[config.mk]
export PLATFORM = sky130hd
export DESIGN_NAME = hack_boot_loader_flat
export DESIGN_NICKNAME = d
export VERILOG_FILES = /design/src/rtl/hack_boot_loader_if.sv /design/src/rtl/hack_boot_loader.sv /design/src/flat_wrapper.sv
export SDC_FILE = /design/constraint.sdc
export NUM_CORES = 1
export LEC_CHECK = 0
export ABC_AREA = 1
export BUFFER_PORTS_ARGS = -buffer_cell sky130_fd_sc_hd__buf_2
export CAP_MARGIN = 10
export CORE_AREA = 2 2 100 102
export CTS_CLUSTER_DIAMETER = 30
export CTS_CLUSTER_SIZE = 14
export DETAILED_ROUTE_END_ITERATION = 8
export DIE_AREA = 0 0 102 104
export PLACE_DENSITY = 0.75
export SLEW_MARGIN = 20
export SYNTH_ARGS = -nofsm -noshare
export SYNTH_HDL_FRONTEND = slang
export SYNTH_SLANG_ARGS = --single-unit
[constraint.sdc]
create_clock -name clk -period 1.8 [get_ports clk]
set_clock_uncertainty 0.1 [all_clocks]
set_input_delay 0.36 -clock clk [delete_from_list [all_inputs] [get_ports clk]]
set_output_delay 0.36 -clock clk [all_outputs]
set_load 0.02 [all_outputs]
[src/rtl/hack_boot_loader_if.sv]
// Byte stream from the host serial receiver into the boot loader (valid/ready).
interface hack_boot_loader_if;
  logic [7:0] rx_data;
  logic       rx_valid;
  logic       rx_ready;

  modport master (output rx_data, rx_valid, input rx_ready);
  modport slave  (input rx_data, rx_valid, output rx_ready);
endinterface

[src/rtl/hack_boot_loader.sv]
// Streams a length-prefixed Hack image into the instruction ROM, holding the CPU in reset until done.
// Optional trailing XOR checksum byte enabled with `define BOOT_CHECKSUM_EN.
module hack_boot_loader #(
  parameter int ADDR_W         = 15,
  parameter int TIMEOUT_CYCLES = 1000000
) (
  input  logic                clk,
  input  logic                reset,
  hack_boot_loader_if.slave   rx,
  input  logic                boot_start,
  output logic                rom_we,
  output logic [ADDR_W-1:0]   rom_addr,
  output logic [15:0]         rom_wdata,
  output logic                cpu_reset,
  output logic                busy,
  output logic                done,
  output logic                error
);

  typedef enum logic [2:0] {
    LEN_HI, LEN_LO, DATA_HI, DATA_LO, WRITE, DONE, ERROR
`ifdef BOOT_CHECKSUM_EN
    , CSUM
`endif
  } state_t;

  localparam int              TW        = $clog2(TIMEOUT_CYCLES + 1);
  localparam logic [TW-1:0]   TMO_LAST  = TW'(TIMEOUT_CYCLES - 1);
  localparam logic [31:0]     MAX_WORDS = 32'd1 << ADDR_W;

  state_t              state;
  logic [15:0]         len;
  logic [7:0]          hi;
  logic [ADDR_W-1:0]   idx;
  logic [TW-1:0]       tmo_cnt;
  logic                take, counting, tmo_exp, last, len_bad;
  logic [15:0]         len_in;
`ifdef BOOT_CHECKSUM_EN
  logic [7:0]          csum;
`endif

  always_comb begin
    rx.rx_ready = 1'b0;
    counting    = 1'b0;
    case (state)
      LEN_HI:                   rx.rx_ready = 1'b1;
      LEN_LO, DATA_HI, DATA_LO: begin rx.rx_ready = 1'b1; counting = 1'b1; end
`ifdef BOOT_CHECKSUM_EN
      CSUM:                     begin rx.rx_ready = 1'b1; counting = 1'b1; end
`endif
      default: ;
    endcase
  end

  assign take    = rx.rx_valid && rx.rx_ready;
  // An accepted byte in the expiring cycle beats the timeout.
  assign tmo_exp = counting && !take && (tmo_cnt == TMO_LAST);
  assign len_in  = {len[15:8], rx.rx_data};
  assign len_bad = (len_in == 16'd0) || (32'(len_in) > MAX_WORDS);
  // Compare in 32 bits so a full 2**ADDR_W image never sees a wrapped index.
  assign last    = (32'(idx) == 32'(len) - 32'd1);

  always_ff @(posedge clk) begin
    if (reset) begin
      state     <= LEN_HI;
      rom_we    <= 1'b0;
      rom_addr  <= '0;
      rom_wdata <= '0;
      cpu_reset <= 1'b1;
      busy      <= 1'b1;
      done      <= 1'b0;
      error     <= 1'b0;
      idx       <= '0;
      tmo_cnt   <= '0;
      len       <= '0;
      hi        <= '0;
`ifdef BOOT_CHECKSUM_EN
      csum      <= '0;
`endif
    end else begin
      rom_we  <= 1'b0;
      tmo_cnt <= (counting && !take) ? tmo_cnt + 1'b1 : '0;
`ifdef BOOT_CHECKSUM_EN
      if (take) csum <= csum ^ rx.rx_data;
`endif
      if (tmo_exp) begin
        state <= ERROR; error <= 1'b1; busy <= 1'b0;
      end else begin
        case (state)
          LEN_HI: if (take) begin len[15:8] <= rx.rx_data; state <= LEN_LO; end
          LEN_LO: if (take) begin
            if (len_bad) begin
              state <= ERROR; error <= 1'b1; busy <= 1'b0;
            end else begin
              len <= len_in; idx <= '0; state <= DATA_HI;
            end
          end
          DATA_HI: if (take) begin hi <= rx.rx_data; state <= DATA_LO; end
          DATA_LO: if (take) begin
            rom_we    <= 1'b1;
            rom_addr  <= idx;
            rom_wdata <= {hi, rx.rx_data};
            state     <= WRITE;
          end
          WRITE: begin
            if (last) begin
`ifdef BOOT_CHECKSUM_EN
              state <= CSUM;
`else
              state <= DONE; done <= 1'b1; busy <= 1'b0; cpu_reset <= 1'b0;
`endif
            end else begin
              idx   <= idx + 1'b1;
              state <= DATA_HI;
            end
          end
`ifdef BOOT_CHECKSUM_EN
          CSUM: if (take) begin
            if (rx.rx_data == csum) begin
              state <= DONE; done <= 1'b1; busy <= 1'b0; cpu_reset <= 1'b0;
            end else begin
              state <= ERROR; error <= 1'b1; busy <= 1'b0;
            end
          end
`endif
          DONE, ERROR: if (boot_start) begin
            state     <= LEN_HI;
            cpu_reset <= 1'b1;
            busy      <= 1'b1;
            done      <= 1'b0;
            error     <= 1'b0;
            idx       <= '0;
`ifdef BOOT_CHECKSUM_EN
            csum      <= '0;
`endif
          end
          default: state <= LEN_HI;
        endcase
      end
    end
  end

endmodule

[src/flat_wrapper.sv]
// flat-port wrapper written by rule: the top's interface ports become plain ports
module hack_boot_loader_flat 
#(
  parameter int ADDR_W         = 15,
  parameter int TIMEOUT_CYCLES = 1000000
)
  (clk, reset, boot_start, rom_we, rom_addr, rom_wdata, cpu_reset, busy, done, error, rx_rx_data, rx_rx_valid, rx_rx_ready);
  hack_boot_loader_if rx_i ();
  input  logic clk;
  input  logic reset;
  input  logic boot_start;
  output logic rom_we;
  output logic [ADDR_W-1:0] rom_addr;
  output logic [15:0] rom_wdata;
  output logic cpu_reset;
  output logic busy;
  output logic done;
  output logic error;
  input wire logic [$bits(rx_i.rx_data)-1:0] rx_rx_data;
  input wire logic [$bits(rx_i.rx_valid)-1:0] rx_rx_valid;
  output wire logic [$bits(rx_i.rx_ready)-1:0] rx_rx_ready;
  assign rx_i.rx_data = rx_rx_data;
  assign rx_i.rx_valid = rx_rx_valid;
  assign rx_rx_ready = rx_i.rx_ready;
  hack_boot_loader #(.ADDR_W(ADDR_W), .TIMEOUT_CYCLES(TIMEOUT_CYCLES)) u_core (.clk(clk), .reset(reset), .rx(rx_i), .boot_start(boot_start), .rom_we(rom_we), .rom_addr(rom_addr), .rom_wdata(rom_wdata), .cpu_reset(cpu_reset), .busy(busy), .done(done), .error(error));
endmodule
==> reports/results.ini, run 1 <==
[hold_path]
hold_depth=2
worst_hold_path.endpoint=u_core.rom_we$_SDFF_PP0_
hp-class=input port to flip-flop
hp-start=reset

[final_layout]
antenna_cells=0
final_cell_mix=108 x buf_4, 92 x nor2_1, 87 x nand2_1, 87 x dfxtp_1, 63 x inv_1
finalNonFillerCells=998
final_nets=875
area_growth_pct=37.9
final_common_cell=buf_4
drive_gt1_share_pct=37.8

[critical_path]
worstRegToRegCells=14
r2r-end=u_core.idx[11]$_SDFFE_PP0P_
criticalPathCategory=flip-flop to flip-flop
cp-end-kind=flip-flop
cp-start-kind=flip-flop
critical_path_required_ns=1.97
path_max_fanout=6
r2r_slack_ns=-0.32
crit_arrival_ns=2.29
r2r-start=u_core.len[0]$_SDFFE_PP0P_

[outcome]
status=finished with violations
violations=setup timing

[sta]
worst_slack_ns=-0.323
relSlewSlack_pct=71.3
setup_viol_count_final=35
fin_crit_ns=2.12
fin_crit_sh_pct=118
final_max_slew_viol_count=0
max_freq_ghz=0.471
hold_viol=0
fin_setup_tns_ns=-6.86
tightest_slew_ns=0.431
holdWs_ns=0.123
rsz0062_at_grt=true

[routing]
remaining_drc_errors=0
vias=5507
highest_layer=met4
ant_nets=0
via_per_inst=5.52
wirelength_um=15700
drtIter0Drc=331
dr_wl_met2_um=7770
wl_met3_um=867
wl_per_cell_um=15.8
wl_met1_um=6460
first_pass_iters=8

[die]
coreArea_um2=9550
rows=36
die_h_um=104
boundaryPins=49
initial_core_util_pct=52.0
die_w_um=102
die_area_um2=10600

[global_route]
grt_pass1_wl_um=23600
antenna_found_initial=0
track_usage_pct=27.5
grt_pass1_vias=5147
grt_max_degree=42
overflow=0

[yosys]
syn_inst=707
synth_ff_type=dfxtp_1
ys_types=36
syn-num-nets=722
synthesis.area_um2=4970
synth_area_leaders=dfxtp_1 39%, nor2_1 8.1%, nand2_1 8.0%
synth_top_area_cell=dfxtp_1
synth_edf_count=0
synthArstFlopShare_pct=0
yosysWarnings=0
ys_seq_area_share_pct=39.5
synth_top_area_share_pct=39.5
avgSynthCellArea_um2=7.03
synth_seq_cells=98

[job]
maxCapViolCount=0

[cts]
cts_buffers=9
clkTransAtPathRegs_ns=0.11
clock-root-buffer=clkbuf_8
cts_tree=done
clk_latency_ns=0.38
cts_max_level=3
cts_buffer_depth=2
cts.sinks=98

[pwr]
cellLeakagePower_nw=2.87
power_density_nw_per_um2=693
p_total_mw=4.75
peakVddDrop_v=0.000450

[placed_design]
hpwl_um=9930
port_buffers=48
place.gp.congestion=0.905
dp.cells=948

==> cell usage after synthesis (2+ instances only) <==
cell type  number
xor2_1         20
nor3_1         20
nand2_2        13
xnor2_1         8
nand3_4         2
inv_1          69
nor2_1        107
inv_2           5
a21oi_1        63
nor2_2          9
clkinv_1        3
nor4_1          4
nand4_1        25
clkbuf_2        3
nand2_1       106
ha_1            3
dfxtp_1        98
buf_2           7
clkbuf_1       15
nor2_4          4
o21ai_0        68
nand3b_1        3
buf_1           2
nand3_1        29
a21oi_2        10
==> critical path, cell delays in order (launching register included) <==
cell and delay [ns]:
dfxtp_2 0.34, inv_2 0.09, ha_4 0.19, nand2_8 0.08
nor2_4 0.17, nand2_1 0.08, nand2_1 0.06, nand2_1 0.06
nor2_2 0.11, nand2_2 0.07, nor2_4 0.14, nand3_4 0.16
clkbuf_16 0.21, nand4_1 0.09, a21oi_2 0.06
==> routing by layer <==
| layer | vias to the layer above | GRT usage (%) |
|---|---|---|
| met5 | - | 0 |
| met4 | 0 | 11.5 |
| met3 | 67 | 4.03 |
| met2 | 275 | 45.9 |
| met1 | 2554 | 35.2 |
| li1 | 2611 | - |
==> report_power, final <==
part,total (mW),switching [mW],internal (mW)
Sequential,2.30,0.0670,2.24
Combinational,1.00,0.590,0.414
Clock,1.44,0.900,0.545
==> timing repair <==
| item | in CTS | in global routing |
|---|---|---|
| setup endpoints to repair | 37 | 48 |
| resized for setup | 41 | 89 |
| hold buffers | 0 | 0 |
| setup buffers | 19 | 15 |
| pin swaps | 12 | 47 |
| cloned | 1 | 2 |
==> worst max path at each step <==
stage	start	endpoint	slack, ns
floorplan	u_core.len[0]$_SDFFE_PP0P_	u_core.idx[7]$_SDFFE_PP0P_	-0.02
global placement	u_core.len[0]$_SDFFE_PP0P_	u_core.idx[1]$_SDFFE_PP0P_	-0.22
detailed placement	u_core.len[0]$_SDFFE_PP0P_	u_core.idx[1]$_SDFFE_PP0P_	-0.25
CTS	u_core.len[1]$_SDFFE_PP0P_	u_core.state[2]$_SDFFE_PP0P_	-0.24
global route	u_core.len[0]$_SDFFE_PP0P_	u_core.idx[0]$_SDFFE_PP0P_	-0.44
finish	u_core.len[0]$_SDFFE_PP0P_	u_core.idx[11]$_SDFFE_PP0P_	-0.32
==> metrics by stage <==
stage | util (%) | setup slack (ns) | cell area [um^2]
6_report | 71.8 | -0.323 | 6850
5_1_grt | 71.8 | -0.436 | 6850
4_1_cts | 67.5 | -0.235 | 6440
2_1_floorplan | - | -0.0188 | 5010
3_5_place_dp | 62.3 | -0.255 | 5950
3_3_place_gp | 62.3 | -0.225 | 5950
==> flip-flops by register name (all words and copies together), names as in the netlist <==
register and cells:
u_core.tmo_cnt 20, u_core.busy 1, u_core.state 3, u_core.rom_addr 15, u_core.len 16, u_core.done 1, u_core.rom_wdata 16, u_core.idx 15
u_core.error 1, u_core.hi 8, u_core.cpu_reset 1, u_core.rom_we 1
==> layout make-up <==
class,count,area [um^2]
clock buffer,9,124
clock inverter,7,71.3
timing repair buffer,169,1220
fill,745,2700
sequential,98,1980
multi-input combinational,504,2990
inverter,78,294
tap,133,166
==> cell families after synthesis <==
logic type,count (synthesis),synth area share (%)
xor+xnor,28,4.93
simple gates,326,30.3
compound gates,145,15.7
fa+ha+maj,3,0.755
flops,98,39.5
buf+inv,107,8.84
Note: power is estimated with default switching activity, not from simulation.
==> run 2, diff against run 1 <==
--- a/config.mk
+++ b/config.mk
@@ -5,15 +5,14 @@
 export SDC_FILE = /design/constraint.sdc
 export NUM_CORES = 1
 export LEC_CHECK = 0
-export ABC_AREA = 1
 export BUFFER_PORTS_ARGS = -buffer_cell sky130_fd_sc_hd__buf_2
 export CAP_MARGIN = 10
-export CORE_AREA = 2 2 100 102
+export CORE_AREA = 2 2 96 98
 export CTS_CLUSTER_DIAMETER = 30
 export CTS_CLUSTER_SIZE = 14
 export DETAILED_ROUTE_END_ITERATION = 8
-export DIE_AREA = 0 0 102 104
-export PLACE_DENSITY = 0.75
+export DIE_AREA = 0 0 98 100
+export PLACE_DENSITY = 0.74
 export SLEW_MARGIN = 20
 export SYNTH_ARGS = -nofsm -noshare
 export SYNTH_HDL_FRONTEND = slang
==> reports/results.ini, run 2 <==
[outcome]
status=finished with violations
violations=setup timing

[yosys]
synth_fa_ha_area_share_pct=1.06  ; +0.30 points
synthArstFlopShare_pct=0  ; unchanged
syn-num-nets=573  ; -21%
synth_top_area_share_pct=43.7  ; +4.2 points
synth_xor_area_share_pct=7.41  ; +2.5 points
synth_seq_cells=98  ; unchanged
synth_ff_type=dfxtp_1
syn_inst=558  ; -21%
synth_area_leaders=dfxtp_1 44%, nand2_1 8.3%, a21oi_1 7.0%
avgSynthCellArea_um2=8.05  ; +15%
yosysWarnings=0  ; unchanged
ys_types=51  ; +42%
ys_seq_area_share_pct=43.7  ; +4.2 points
synthesis.area_um2=4490  ; -9.6%
synth_compound_gate_area_share_pct=13.8  ; -1.9 points
synth_edf_count=0  ; unchanged
yosysMostFrequentCell=nand2_1
synth_top_area_cell=dfxtp_1
synth_common_cells=99 x nand2_1, 98 x dfxtp_1, 63 x a21oi_1
synth_mux_area_share_pct=4.01  ; +4.0 points
yosys.area_share.simple_pct=26.0  ; -4.3 points
synth_top_family_by_area=simple AND/OR/NAND/NOR gates

[job]
maxCapViolCount=0  ; unchanged

[routing]
highest_layer=met4
remaining_drc_errors=0  ; unchanged
dr_wl_met2_um=6090  ; -22%
wirelength_um=12300  ; -22%
via_per_inst=5.51  ; -0.22%
vias=4471  ; -19%
first_pass_iters=5  ; -3
wl_per_cell_um=15.2  ; -3.7%
drtIter0Drc=300  ; -9.4%
wl_met3_um=620  ; -28%
wl_met1_um=5460  ; -16%
ant_nets=0  ; unchanged

[placed_design]
port_buffers=48  ; unchanged
hpwl_um=8180  ; -18%
place.gp.congestion=0.889  ; -1.8%
pre_cts_ws_ns=-1.20  ; -0.947 ns

[pwr]
power_density_nw_per_um2=757  ; +9.2%
p_total_mw=4.61  ; -3.0%
cellLeakagePower_nw=2.53  ; -12%
peakVddDrop_v=0.000452  ; +0.45%

[final_layout]
final_cell_mix=101 x buf_4, 99 x nand2_1, 91 x dfxtp_1
final_common_cell=buf_4
area_growth_pct=35.5
top_regs=u_core.tmo_cnt (20), u_core.len (16), u_core.rom_wdata (16)
largest_reg_flops=20  ; unchanged
final_nets=712  ; -19%
antenna_cells=0  ; unchanged
largest_register=u_core.tmo_cnt
drive_gt1_share_pct=32.1  ; -5.7 points

[die]
initial_core_util_pct=50.6  ; -1.5 points
die_h_um=100  ; -3.8%
die_w_um=98  ; -3.9%
boundaryPins=49  ; unchanged
coreArea_um2=8890  ; -6.9%
rows=35  ; -2.8%
die_area_um2=9800  ; -7.6%

[critical_path]
worstRegToRegCells=9  ; -5
path_max_fanout=7  ; +1
startpoint=u_core.len[0]$_SDFFE_PP0P_
r2r-start=u_core.len[0]$_SDFFE_PP0P_
crit_arrival_ns=3.07  ; +0.78 ns
criticalPathCategory=flip-flop to flip-flop
critical_path_required_ns=1.95  ; -0.02 ns
cpMaxStageDelayCell=or4_4
cp-start-kind=flip-flop
cp-end-kind=flip-flop
critical_path.max_stage_delay_ns=0.61  ; +0.27 ns
crit_top_cell=or4_4
cp_cell_sequence=buf_4 > or4_4 > nor4_2 > o22ai_2 > or4_4 > buf_6 > o21ai_4 > or3_1 > a21oi_1

[global_route]
grt_max_degree=53  ; +26%
track_usage_pct=25.0  ; -2.5 points
antenna_found_initial=0  ; unchanged
overflow=0  ; unchanged
grt_pass1_vias=4275  ; -17%
grt_pass1_wl_um=20200  ; -15%

[cts]
cts.sinks=98  ; unchanged
clkTransAtPathRegs_ns=0.10  ; about the same
cts_tree=done
cts_buffer_depth=2  ; unchanged
clock-root-buffer=clkbuf_8
clk_latency_ns=0.36  ; -0.02 ns
hold_buffers=0  ; unchanged
cts_max_level=3  ; unchanged
cts_buffers=9  ; unchanged

[sta]
fin_crit_sh_pct=162  ; +44 points
fin_crit_ns=2.92  ; +0.794 ns
relSlewSlack_pct=64.6  ; -6.7 points
hold_viol=0  ; unchanged
worst_slack_ns=-1.12  ; -0.794 ns
final_max_slew_viol_count=0  ; unchanged
max_freq_ghz=0.343  ; -27%
rsz0062_at_grt=true
holdWs_ns=0.230  ; +0.108 ns
setup_viol_count_final=30  ; -14%
tightest_slew_ns=0.531  ; +0.100 ns

[hold_path]
hp-start=reset
hp-class=input port to flip-flop
hold_depth=2  ; unchanged

==> run 2: worst paths after layout <==
check	slack, ns	end
worst max-delay path	-1.12	u_core.idx[9]$_SDFFE_PP0P_
worst min-delay path	0.23	u_core.state[2]$_SDFFE_PP0P_
worst max register to register	-1.12	u_core.idx[9]$_SDFFE_PP0P_
worst min register to register	0.35	u_core.rom_wdata[13]$_SDFFE_PP0P_
==> run 2: logic make-up (layout without fill, tap and decap cells) <==
family,after synthesis,in the layout
adder cells (fa/ha/maj),4,4
AND/OR/NAND/NOR,247,247
buffers and inverters,44,184
flip-flops,98,98
AO/OA/AOI/OAI,109,112
multiplexers,18,18
XOR/XNOR,38,38
==> run 2: critical path, delay by kind of cell (launching register included) <==
| family | cells | cell delay, ns |
|---|---|---|
| and+or+nand+nor | 4 | 1.66 |
| DFF | 1 | 0.33 |
| AOI/OAI and AO/OA | 3 | 0.41 |
| buffers and inverters | 2 | 0.29 |
==> run 2: layer usage <==
metal  vias up  GRT usage (%)
li1       2198              -
met5         -              0
met1      2115           32.5
met2       136           42.4
met3        22           4.46
met4         0           8.33
==> run 2: through the flow <==
stage / util, % / setup TNS, ns / std cells / area (um^2)
6_report: 68.5 / -22.88 / 812 / 6090
5_1_grt: 68.5 / -25.95 / 812 / 6090
3_5_place_dp: 62.8 / -26.04 / 781 / 5580
4_1_cts: 67.2 / -20.59 / 807 / 5980
2_1_floorplan: - / -18.26 / 558 / 4590
3_3_place_gp: 62.8 / -24.30 / 781 / 5580
==> run 2: timing repair <==
item,in CTS,in global routing
setup endpoints to repair,30,33
endpoints found under the hold margin,0,0
buffers inserted,8,6
gates cloned,3,0
pin swaps,15,10
gates resized for setup,25,19
==> run 2: where the power goes <==
part	internal, mW	switching [mW]
logic	0.420	0.460
clock network	0.657	0.792
registers	2.22	0.0562
==> run 2: cell type report <==
type                       instances  area [um^2]
clock buffer                       9          124
clock inverter                     6         75.1
fill                             690         2800
inverter                          11         41.3
multi-input combinational        419         2610
sequential                        98         1970
tap                              111          139
timing repair buffer             158         1130
